==> config.mk <==
export PLATFORM = sky130hd
export DESIGN_NAME = lbus_word_target
export DESIGN_NICKNAME = d
export VERILOG_FILES = /design/src/rtl/lbus_word_target_pkg.sv /design/src/rtl/lbus_target_regfile.sv /design/src/rtl/lbus_word_target.sv
export SDC_FILE = /design/constraint.sdc
export NUM_CORES = 1
export LEC_CHECK = 0
export CAP_MARGIN = 20
export CORE_MARGIN = 4
export CORE_UTILIZATION = 40
export CTS_CLUSTER_DIAMETER = 30
export CTS_CLUSTER_SIZE = 25
export DETAILED_ROUTE_END_ITERATION = 16
export PLACE_DENSITY = 0.73
export SYNTH_ARGS = -nofsm -noshare
export SYNTH_HDL_FRONTEND = slang
export SYNTH_SLANG_ARGS = --single-unit
==> constraint.sdc <==
create_clock -name CLK80 -period 5.6 [get_ports CLK80]
set_clock_uncertainty 0.2 [all_clocks]
set_input_delay 0.84 -clock CLK80 [delete_from_list [all_inputs] [get_ports CLK80]]
set_output_delay 0.84 -clock CLK80 [all_outputs]
set_load 0.01 [all_outputs]
==> src/rtl/lbus_word_target_pkg.sv <==
// Shared definitions for the local-bus word target: SIZ codes, FSM states
// and the byte-lane enable mapping.
package lbus_word_target_pkg;

  localparam logic [1:0] SIZ_LONG = 2'b00;
  localparam logic [1:0] SIZ_BYTE = 2'b01;
  localparam logic [1:0] SIZ_WORD = 2'b10;
  localparam logic [1:0] SIZ_LINE = 2'b11;

  typedef enum logic [1:0] {
    ST_IDLE    = 2'd0,
    ST_WAIT    = 2'd1,
    ST_ACK     = 2'd2,
    ST_RECOVER = 2'd3
  } state_e;

  // Lane mask bit1 = UU (D[15:8]), bit0 = UM (D[7:0]).
  function automatic logic [1:0] lane_mask(input logic [1:0] siz, input logic a0);
    logic [1:0] mask;
    mask = 2'b11;
    if (siz == SIZ_BYTE) begin
      mask = a0 ? 2'b01 : 2'b10;
    end
    return mask;
  endfunction

endpackage

==> src/rtl/lbus_target_regfile.sv <==
// Bank of 32-bit registers written one 16-bit word at a time through
// lane-masked UU/UM writes, with a combinational word read mux.
module lbus_target_regfile
  import lbus_word_target_pkg::*;
#(
  parameter int NUM_REGS = 4,
  parameter int IDX_W    = 2
) (
  input  logic                    clk,
  input  logic                    rst,
  input  logic                    wr_en,
  input  logic [IDX_W-1:0]        wr_idx,
  input  logic                    wr_a1,
  input  logic [1:0]              wr_lanes,
  input  logic [15:0]             wr_data,
  input  logic [IDX_W-1:0]        rd_idx,
  input  logic                    rd_a1,
  output logic [15:0]             rd_data,
  output logic [32*NUM_REGS-1:0]  regs_flat
);

  genvar gi;
  generate
    for (gi = 0; gi < NUM_REGS; gi++) begin : g_reg
      logic [31:0] reg_q;
      logic [31:0] reg_d;
      logic        hit;

      assign hit = wr_en && (wr_idx == IDX_W'(gi));

      // A[1]=0 addresses the high word, A[1]=1 the low word.
      always_comb begin
        reg_d = reg_q;
        if (hit) begin
          if (!wr_a1) begin
            if (wr_lanes[1]) reg_d[31:24] = wr_data[15:8];
            if (wr_lanes[0]) reg_d[23:16] = wr_data[7:0];
          end else begin
            if (wr_lanes[1]) reg_d[15:8]  = wr_data[15:8];
            if (wr_lanes[0]) reg_d[7:0]   = wr_data[7:0];
          end
        end
      end

      always_ff @(posedge clk or posedge rst) begin
        if (rst) begin
          reg_q <= '0;
        end else begin
          reg_q <= reg_d;
        end
      end

      assign regs_flat[32*gi +: 32] = reg_q;
    end
  endgenerate

  // Indices with no backing register fall through to zero.
  logic [31:0] rd_word;
  always_comb begin
    rd_word = '0;
    for (int i = 0; i < NUM_REGS; i++) begin
      if (rd_idx == IDX_W'(i)) begin
        rd_word = regs_flat[32*i +: 32];
      end
    end
    rd_data = rd_a1 ? rd_word[15:0] : rd_word[31:16];
  end

endmodule

==> src/rtl/lbus_word_target.sv <==
// Word-port responder for the Amiga-side local bus: decodes TSn/CSn,
// inserts wait states, pulses TACKn for one clock and serves a register bank.
module lbus_word_target
  import lbus_word_target_pkg::*;
#(
  parameter int WAIT_STATES = 2,
  parameter int NUM_REGS    = 4,
  parameter int IDX_W       = 2
) (
  input  logic                    CLK80,
  input  logic                    RESET,
  input  logic                    TSn,
  input  logic                    CSn,
  input  logic                    RnW,
  input  logic [1:0]              SIZ,
  input  logic [1:0]              A_AMIGA,
  input  logic [IDX_W-1:0]        REG_IDX,
  input  logic [15:0]             D_IN,
  output logic [15:0]             D_OUT,
  output logic                    D_OE,
  output logic                    TACKn,
  output logic                    PORTSIZE,
  output logic [32*NUM_REGS-1:0]  REGS,
  output logic [15:0]             CYCLE_CNT
);

  state_e           state_q, state_d;
  logic [3:0]       cnt_q, cnt_d;
  logic             rnw_q, rnw_d;
  logic [1:0]       siz_q, siz_d;
  logic [1:0]       a_q, a_d;
  logic [IDX_W-1:0] idx_q, idx_d;
  logic [15:0]      dout_q, dout_d;
  logic [15:0]      cyc_q, cyc_d;
  logic             tack_n_q, tack_n_d;
  logic             portsize_q, portsize_d;
  logic             oe_q, oe_d;

  logic             wr_en;
  logic [1:0]       wr_lanes;
  logic [15:0]      rd_data;

  assign wr_lanes = lane_mask(siz_q, a_q[0]);

  // The read port looks at the live bus so D_OUT can be captured on the TSn edge.
  lbus_target_regfile #(
    .NUM_REGS (NUM_REGS),
    .IDX_W    (IDX_W)
  ) u_regfile (
    .clk       (CLK80),
    .rst       (RESET),
    .wr_en     (wr_en),
    .wr_idx    (idx_q),
    .wr_a1     (a_q[1]),
    .wr_lanes  (wr_lanes),
    .wr_data   (D_IN),
    .rd_idx    (REG_IDX),
    .rd_a1     (A_AMIGA[1]),
    .rd_data   (rd_data),
    .regs_flat (REGS)
  );

  always_comb begin
    state_d = state_q;
    cnt_d   = cnt_q;
    rnw_d   = rnw_q;
    siz_d   = siz_q;
    a_d     = a_q;
    idx_d   = idx_q;
    dout_d  = dout_q;
    cyc_d   = cyc_q;
    wr_en   = 1'b0;

    case (state_q)
      ST_IDLE: begin
        if (!TSn && !CSn) begin
          rnw_d = RnW;
          siz_d = SIZ;
          a_d   = A_AMIGA;
          idx_d = REG_IDX;
          cnt_d = 4'(WAIT_STATES);
          if (RnW) begin
            dout_d = rd_data;
          end
          state_d = (WAIT_STATES == 0) ? ST_ACK : ST_WAIT;
        end
      end
      ST_WAIT: begin
        cnt_d = cnt_q - 4'd1;
        if (cnt_q <= 4'd1) begin
          state_d = ST_ACK;
        end
      end
      ST_ACK: begin
        wr_en   = !rnw_q;
        cyc_d   = cyc_q + 16'd1;
        state_d = ST_RECOVER;
      end
      default: begin
        state_d = ST_IDLE;
      end
    endcase
  end

  // Bus outputs are registered from the next state so they leave the flops clean.
  always_comb begin
    tack_n_d   = (state_d != ST_ACK);
    portsize_d = (state_d == ST_WAIT) || (state_d == ST_ACK);
    oe_d       = portsize_d && rnw_d;
  end

  always_ff @(posedge CLK80 or posedge RESET) begin
    if (RESET) begin
      state_q    <= ST_IDLE;
      cnt_q      <= '0;
      rnw_q      <= 1'b0;
      siz_q      <= '0;
      a_q        <= '0;
      idx_q      <= '0;
      dout_q     <= '0;
      cyc_q      <= '0;
      tack_n_q   <= 1'b1;
      portsize_q <= 1'b0;
      oe_q       <= 1'b0;
    end else begin
      state_q    <= state_d;
      cnt_q      <= cnt_d;
      rnw_q      <= rnw_d;
      siz_q      <= siz_d;
      a_q        <= a_d;
      idx_q      <= idx_d;
      dout_q     <= dout_d;
      cyc_q      <= cyc_d;
      tack_n_q   <= tack_n_d;
      portsize_q <= portsize_d;
      oe_q       <= oe_d;
    end
  end

  assign TACKn     = tack_n_q;
  assign PORTSIZE  = portsize_q;
  assign D_OE      = oe_q;
  assign D_OUT     = dout_q;
  assign CYCLE_CNT = cyc_q;

endmodule
==> results of run 1 <==
-- cell usage after synthesis, types with 9 or more instances --
library cell | number | area share, %
o21ai_0 | 10 | 0.63
clkbuf_1 | 11 | 0.52
a21o_1 | 9 | 0.85
nor2_1 | 31 | 1.5
mux2_2 | 144 | 20
dfrtp_1 | 175 | 55
nand3b_1 | 11 | 1.0
nand2_1 | 27 | 1.3
mux2i_1 | 24 | 3.0
buf_2 | 12 | 0.76
xnor2_1 | 11 | 1.2
mux4_2 | 16 | 4.6
-- path summary, 6_finish.rpt --
check                           cells after the start  slack [ns]                 startpoint                                  endpoint
worst max-delay path                                4        2.82       state_q[0]$_DFF_PP0_  u_regfile.g_reg[2].reg_q[25]$_DFFE_PP0P_
worst min-delay path                                1        0.27  CYCLE_CNT[15]$_DFFE_PP0P_                 CYCLE_CNT[15]$_DFFE_PP0P_
worst max register to register                      4        2.82       state_q[0]$_DFF_PP0_  u_regfile.g_reg[2].reg_q[25]$_DFFE_PP0P_
min in group asynchronous                           3        0.70                      RESET                      cnt_q[1]$_DFFE_PP0P_
worst min register to register                      1        0.27  CYCLE_CNT[15]$_DFFE_PP0P_                 CYCLE_CNT[15]$_DFFE_PP0P_
max in group asynchronous                           3        3.56                      RESET                  CYCLE_CNT[3]$_DFFE_PP0P_
-- cell type report --
class	count	share of cell area, %
Sequential cell	176	41.5
Inverter	6	0.247
Multi-Input combinational cell	364	31.6
Timing Repair Buffer	193	18.1
Clock inverter	14	1.39
Clock buffer	18	4.13
Tap cell	265	3.12
-- sequential cells by signal (all words and copies together), names as in the netlist --
name,cells
siz_q,2
a_q,2
state_q,2
u_regfile.g.reg_q,128
PORTSIZE,1
rnw_q,1
D_OE,1
D_OUT,16
TACKn,1
CYCLE_CNT,16
idx_q,2
cnt_q,4
-- power groups by stage --
stage / registers [mW] / logic (mW) / clock network (mW)
after detailed placement: 2.28 / 2.23 / 0
after global routing: 2.34 / 2.37 / 1.26
after CTS: 2.27 / 2.24 / 1.20
after global placement: 2.25 / 2.17 / 0
after floorplan: 2.35 / 0.839 / 0
final: 2.27 / 2.21 / 1.17
-- critical path, cell delays in order (launching register included) --
cell and delay (ns):
dfrtp_1 0.50, nand2b_1 0.39, or4b_4 0.63, nor2_2 0.54, mux2_2 0.42
-- metrics by stage --
step / setup WS (ns) / instances / total power, mW / hold WS [ns] / utilization [%]
after floorplan: 2.31 / 574 / 3.19 / 0.293 / -
after global placement: 2.68 / 1004 / 4.43 / 0.271 / 51.6
after detailed placement: 2.62 / 1004 / 4.51 / 0.270 / 51.6
after CTS: 2.84 / 1036 / 5.70 / 0.279 / 54.6
after global routing: 2.71 / 1036 / 5.96 / 0.323 / 54.6
final: 2.82 / 1036 / 5.65 / 0.274 / 54.6
-- cell families (layout without fill, tap and decap cells) --
kind of cell,Yosys count,in the layout,synth area share [%]
buf+inv,34,231,1.85
mux,184,184,28.1
fa+ha+maj,4,4,0.633
simple gates,111,111,7.94
compound gates,50,50,4.13
flops,176,176,55.7
xor+xnor,15,15,1.66
-- layer usage --
metal / vias to the layer above / wire length [µm]
li1: 2459 / -
met1: 2845 / 9240
met2: 162 / 10900
met3: 24 / 1310
met4: 0 / 455
met5: - / 0
==> impl_metrics.tcl, run 1 <==
set metrics [dict create \
    grt_max_degree 177 \
    min_period_ns 2.78 \
    min_path_type "reg2reg" \
    worstMarginPinSlew_ns 1.11 \
    rsz0062_at_grt "no" \
    most-common-layout-cells "186 x clkdlybuf4s50_1, 175 x dfrtp_1, 144 x mux2_2, 31 x nor2_1, 27 x nand2_1" \
    cts-resized-gates 0 \
    cp_max_fo 11 \
    critical_path.endpoint_type "flip-flop" \
    cts_setup_buffers 0 \
    busiest_layer "met2" \
    synth-seq-cells 176 \
    p_per_area_nw_per_um2 531 \
    cts_made_buffers 17 \
    yosys_warnings 0 \
    area_growth_pct 34.4 \
    drive_gt1_share_pct 27.4 \
    drc 0 \
    grt_pass1_wl_um 34000 \
    fin_crit_sh_pct 49.6 \
    drt-total-wl_um 21900 \
    antenna_found_initial 0 \
    fin_nets 789 \
    seq_area_um2 4410 \
    post_dp_cell_area_um2 10000 \
    cap_violations 0 \
    clk_latency_ns 0.43 \
    fmax_ghz 0.360 \
    arrival_ns 2.89 \
    outcome "completed" \
    die_h_um 149 \
    detail_route.first_pass.iterations 4 \
    netlist_area_um2 7910 \
    io_pins 190 \
    avgSynthCellArea_um2 13.8 \
    die_w_um 149 \
    critical_path_required_ns 5.71 \
    rows 51 \
    coreArea_um2 19500 \
    netlist_instances 574 \
    synth_nets 605 \
    final_common_cell "clkdlybuf4s50_1" \
    seq_area_frac_synth_pct 55.7 \
    vias 5490 \
    finalSetupViolations 0 \
    fill_cells 1595 \
    p_leak_nw 4.49 \
    cts_root_buf "clkbuf_16" \
    htreeDepth 4 \
    start_kind "flip-flop" \
    overflow 0 \
    grt_usage_pct 20.2 \
    grt_pass1_vias 6016 \
    drtIter0Drc 319 \
    antennaDiodeCount 0 \
    path_clk_slew_ns 0.07 \
    clock_sinks 176 \
    stdcell_area_um2 10600 \
    synth_async_sr_flop_share_pct 100 \
    netSwitchingPower_mw 1.86 \
    worstSetupPathType "reg2reg" \
    swShare_pct 32.9 \
    synth.distinct_cells 48 \
    ir_drop_mv 0.241 \
    clk_path_buf_depth 2 \
    multi_input_area_um2 3360 \
    pwr-share-comb_pct 39.1 \
    met2_usage_pct 33.7 \
    seqPwrFrac_pct 40.2 \
    use_met1_pct 25.7 \
    synthFlopType "dfrtp_1" \
    dpl.hpwl_um 15200 \
    use_met3_pct 5.00 \
    tns_ns 0 \
    timing_hold_violations_final 0 \
    dieArea_um2 22100 \
    p_clk_share_pct 20.7 \
    cts_tree "done" \
    ant_nets 0 \
    io_buffers 189 \
    synth_enable_flop_cells 0 \
    start_util_pct 40.6 \
    routedWlPerCell_um 21.1 \
    drv_slew 0 \
    slew_headroom_pct 25.9 \
    vias_per_cell 5.30 \
    gp_congestion 0.839 \
    cts_hold_buffers 0 \
    power.internal_mw 3.79 \
]
(Power assumes the default switching activity.)
==> run 2: changes to the inputs <==
Clock period 5.6 ns to 2.5 ns, I/O delays scaled along.
==> impl_metrics.tcl, run 2 (synthesized netlist as in run 1, its figures left out) <==
set metrics [dict create \
    cp_max_fo 8 \
    instances_no_fill 1057 \
    die_h_um 149 \
    grt_max_degree 78 \
    use_met3_pct 5.79 \
    cp-startpoint "state_q[0]$_DFF_PP0_" \
    die_w_um 149 \
    cts_tree "done" \
    routedWlPerCell_um 21.1 \
    critical_path.endpoint_type "flip-flop" \
    area_growth_pct 37.2 \
    drt-total-wl_um 22300 \
    fill_cells 1591 \
    busiest_layer "met2" \
    dpl.hpwl_um 16000 \
    ir_drop_mv 0.639 \
    crit_path_top_delay_cell "nor4b_1" \
    power.total_mw 12.9 \
    worstSetupPathType "reg2reg" \
    largest_reg_flops 128 \
    grt_pass1_vias 6219 \
    p_leak_nw 4.63 \
    cap_violations 0 \
    final_common_cell "clkdlybuf4s50_1" \
    slew_headroom_pct 45.4 \
    ant_nets 0 \
    worst_slack_ns 0.237 \
    clock_sinks 176 \
    min_period_ns 2.26 \
    cpPeakStageDelay_ns 0.42 \
    fin_crit_sh_pct 90.5 \
    cts_hold_buffers 0 \
    cts_setup_buffers 0 \
    met2_usage_pct 33.7 \
    min_path_type "in2async" \
    clk_path_buf_depth 2 \
    timing_hold_violations_final 0 \
    dp.cells 1025 \
    cts-resized-gates 0 \
    rows 51 \
    coreArea_um2 19500 \
    cts_root_buf "clkbuf_16" \
    vias 5559 \
    start_kind "flip-flop" \
    p_per_area_nw_per_um2 1190 \
    drv_slew 0 \
    antennaDiodeCount 0 \
    critPathBufInv 1 \
    fin_nets 810 \
    outcome "completed" \
    detail_route.first_pass.iterations 4 \
    grt_pass1_wl_um 35100 \
    pre_cts_slack_ns 0.232 \
    drc 0 \
    start_util_pct 40.6 \
    r2r_start "state_q[0]$_DFF_PP0_" \
    drtIter0Drc 292 \
    htreeDepth 4 \
    worstMarginPinSlew_ns 0.817 \
    regMostFlops "u_regfile.g.reg_q" \
    drive_gt1_share_pct 28.8 \
    final_util_pct 55.8 \
    path_clk_slew_ns 0.06 \
    fmax_ghz 0.442 \
    most-common-layout-cells "186 x clkdlybuf4s50_1, 175 x dfrtp_1, 144 x mux2_2, 31 x nor2_1, 27 x nand2_1" \
    arrival_ns 2.37 \
    overflow 0 \
    crit_chain "nand2b_1 -> buf_4 -> nor4b_1 -> nand2_1 -> mux2_2" \
    critical_path_required_ns 2.61 \
    dieArea_um2 22100 \
    critical-path-top-delay-family "simple AND/OR/NAND/NOR gates" \
    finalSetupViolations 0 \
    cts_made_buffers 17 \
    clk_latency_ns 0.42 \
    use_met1_pct 26.6 \
    hold_slack_ns 0.0737 \
    antenna_found_initial 0 \
    gp_congestion 0.830 \
    io_buffers 189 \
    grt_usage_pct 20.7 \
    io_pins 190 \
    rsz0062_at_grt "no" \
    vias_per_cell 5.26 \
]
[run 2: cell count changes in the layout (fill, tap and decap cells not counted)]
| cell | previous run | this run |
|---|---|---|
| inv_8 | 3 | 0 |
| clkinv_2 | 0 | 4 |
| buf_12 | 1 | 3 |
| clkinv_4 | 3 | 2 |
| inv_6 | 4 | 0 |
| clkbuf_1 | 0 | 4 |
| bufinv_16 | 1 | 5 |
| clkbuf_8 | 1 | 0 |
| buf_4 | 3 | 22 |
| clkinvlp_4 | 4 | 1 |
[run 2: area by class of cell]
| cell class | count | area [µm²] | share of cell area, % |
|---|---|---|---|
| Sequential cell | 176 | 4410 | 40.6 |
| Multi-Input combinational cell | 364 | 3360 | 30.9 |
| Timing Repair Buffer | 214 | 2100 | 19.4 |
| Clock buffer | 21 | 440 | 4.06 |
| Tap cell | 265 | 332 | 3.06 |
| Clock inverter | 11 | 188 | 1.73 |
| Inverter | 6 | 26.3 | 0.242 |
[run 2: layer usage]
metal / vias up / routed length (µm)
met5: - / 0
met4: 0 / 557
met3: 33 / 1380
met2: 188 / 11100
met1: 2847 / 9220
li1: 2491 / -
[run 2: per-stage QoR]
step           setup TNS [ns]  instance area [µm²]
2_1_floorplan          -57.19                 7910
3_3_place_gp                0                10200
3_5_place_dp                0                10200
5_1_grt                     0                10900
4_1_cts                     0                10900
6_report                    0                10900
[run 2: worst paths after layout]
path,to,slack [ns],cells past startpoint
setup / recovery,u_regfile.g_reg[2].reg_q[9]$_DFFE_PP0P_,0.24,5
hold / removal,rnw_q$_DFF_PP0_,0.07,2
setup reg to reg,u_regfile.g_reg[2].reg_q[9]$_DFFE_PP0P_,0.24,5
hold reg to reg,CYCLE_CNT[15]$_DFFE_PP0P_,0.29,1
max in group asynchronous,u_regfile.g_reg[2].reg_q[28]$_DFFE_PP0P_,1.33,3
min in group CLK80,CYCLE_CNT[15]$_DFFE_PP0P_,0.29,1
[run 2: report_power, final]
group	switching (mW)	total [mW]	internal, mW
Clock	1.08	2.85	1.77
Combinational	1.92	5.01	3.09
Sequential	1.07	5.08	4.01
Total	4.07	12.9	8.87
==> run 3: changes to the inputs <==
Settings changed: CORE_ASPECT_RATIO from default to 0.8, CORE_MARGIN 4 to default, HOLD_SLACK_MARGIN from default to 0.02.
==> impl_metrics.tcl, run 3 (synthesized netlist as in run 1, its figures left out) <==
set metrics [dict create \
    min_period_ns 2.26 \
    cts_tree "done" \
    io_pins 190 \
    fmax_ghz 0.443 \
    die_w_um 159 \
    start_util_pct 41.3 \
    cts_setup_buffers 0 \
    drive_gt1_share_pct 29.1 \
    rows 45 \
    start_kind "flip-flop" \
    cp-startpoint "state_q[0]$_DFF_PP0_" \
    slew_headroom_pct 38.0 \
    rsz0062_at_grt "no" \
    r2r_start "state_q[0]$_DFF_PP0_" \
    grt_pass1_wl_um 33900 \
    met2_usage_pct 35.1 \
    cts-resized-gates 0 \
    htreeDepth 4 \
    most-common-layout-cells "186 x clkdlybuf4s50_1, 175 x dfrtp_1, 144 x mux2_2, 31 x nor2_1, 27 x nand2_1" \
    timing.rr.end "u_regfile.g_reg[2].reg_q[21]$_DFFE_PP0P_" \
    gp_congestion 0.829 \
    grt_usage_pct 22.0 \
    final_common_cell "clkdlybuf4s50_1" \
    overflow 0 \
    grt_max_degree 64 \
    timing_hold_violations_final 0 \
    critical_path_required_ns 2.62 \
    vias_per_cell 5.30 \
    antenna_found_initial 0 \
    dieArea_um2 20300 \
    routedWlPerCell_um 20.6 \
    power.total_mw 12.7 \
    cts_root_buf "clkbuf_16" \
    ir_drop_mv 0.620 \
    largest_reg_flops 128 \
    worstSetupPathType "reg2reg" \
    clk_path_buf_depth 2 \
    drv_slew 0 \
    ant_nets 0 \
    cts_hold_buffers 0 \
    coreArea_um2 19100 \
    finalSetupViolations 0 \
    arrival_ns 2.37 \
    cts_made_buffers 17 \
    p_leak_nw 4.60 \
    min_path_type "in2async" \
    drc 0 \
    use_met3_pct 6.08 \
    r2r_cells 4 \
    antennaDiodeCount 0 \
    vias 5552 \
    critical_path.endpoint_type "flip-flop" \
    clk_latency_ns 0.43 \
    drt-total-wl_um 21600 \
    area_growth_pct 36.8 \
    fin_nets 808 \
    regToRegSetupSlack_ns 0.24 \
    hold_slack_ns 0.0498 \
    die_h_um 128 \
    regMostFlops "u_regfile.g.reg_q" \
    dpl.hpwl_um 15300 \
    cp-endpoint "u_regfile.g_reg[2].reg_q[21]$_DFFE_PP0P_" \
    worstMarginPinSlew_ns 0.929 \
    tns_ns 0 \
    cap_violations 0 \
    busiest_layer "met2" \
    fill_cells 1566 \
    drtIter0Drc 329 \
    io_buffers 189 \
    grt_pass1_vias 5740 \
    detail_route.first_pass.iterations 4 \
    clock_sinks 176 \
    path_clk_slew_ns 0.07 \
    outcome "completed" \
    fin_crit_sh_pct 90.4 \
    p_per_area_nw_per_um2 1180 \
    use_met1_pct 30.1 \
    cp_max_fo 8 \
]
## run 3: final cells by class
class	instances	area, µm²	share of cell area [%]
clock buffer	17	425	3.93
inverter	6	26.3	0.243
multi-input combinational	364	3360	31.0
tap	258	323	2.98
sequential	176	4410	40.7
clock inverter	15	173	1.60
timing repair buffer	212	2110	19.5
## run 3: per-layer routing
| metal | part of all wire, % | up-vias |
|---|---|---|
| met3 | 6.5 | 24 |
| met2 | 47 | 177 |
| li1 | - | 2482 |
| met5 | 0 | - |
| met4 | 1.0 | 0 |
| met1 | 46 | 2869 |
## run 3: power by group
group / internal [mW] / total (mW) / switching (mW)
registers: 4.01 / 5.06 / 1.05
logic: 3.08 / 4.96 / 1.87
clock network: 1.50 / 2.72 / 1.21
total: 8.59 / 12.7 / 4.14
## run 3: through the flow
stage / cells / setup WS, ns / area, µm² / utilization, %
after global routing: 1048 / 0.129 / 10800 / 56.5
after detailed placement: 1016 / 0.226 / 10200 / 53.4
final: 1048 / 0.241 / 10800 / 56.5
after CTS: 1048 / 0.230 / 10800 / 56.5
after floorplan: 574 / -0.327 / 7910 / -
after global placement: 1016 / 0.222 / 10200 / 53.4
## run 3: how the worst min path moves through the flow
stage,start,end,slack (ns)
after global routing,RESET,u_regfile.g_reg[0].reg_q[7]$_DFFE_PP0P_,0.06
final,RESET,u_regfile.g_reg[0].reg_q[7]$_DFFE_PP0P_,0.05
after floorplan,siz_q[0]$_DFFE_PP0P_,siz_q[0]$_DFFE_PP0P_,0.29
after CTS,RESET,u_regfile.g_reg[0].reg_q[7]$_DFFE_PP0P_,0.04
after global placement,CYCLE_CNT[15]$_DFFE_PP0P_,CYCLE_CNT[15]$_DFFE_PP0P_,0.26
after detailed placement,CYCLE_CNT[15]$_DFFE_PP0P_,CYCLE_CNT[15]$_DFFE_PP0P_,0.27
## run 3: critical path: stages, from the launching register on
cell	delay [ns]
dfrtp_1	0.38
nand2b_1	0.19
or4b_4	0.56
nor3_4	0.42
mux2_2	0.39
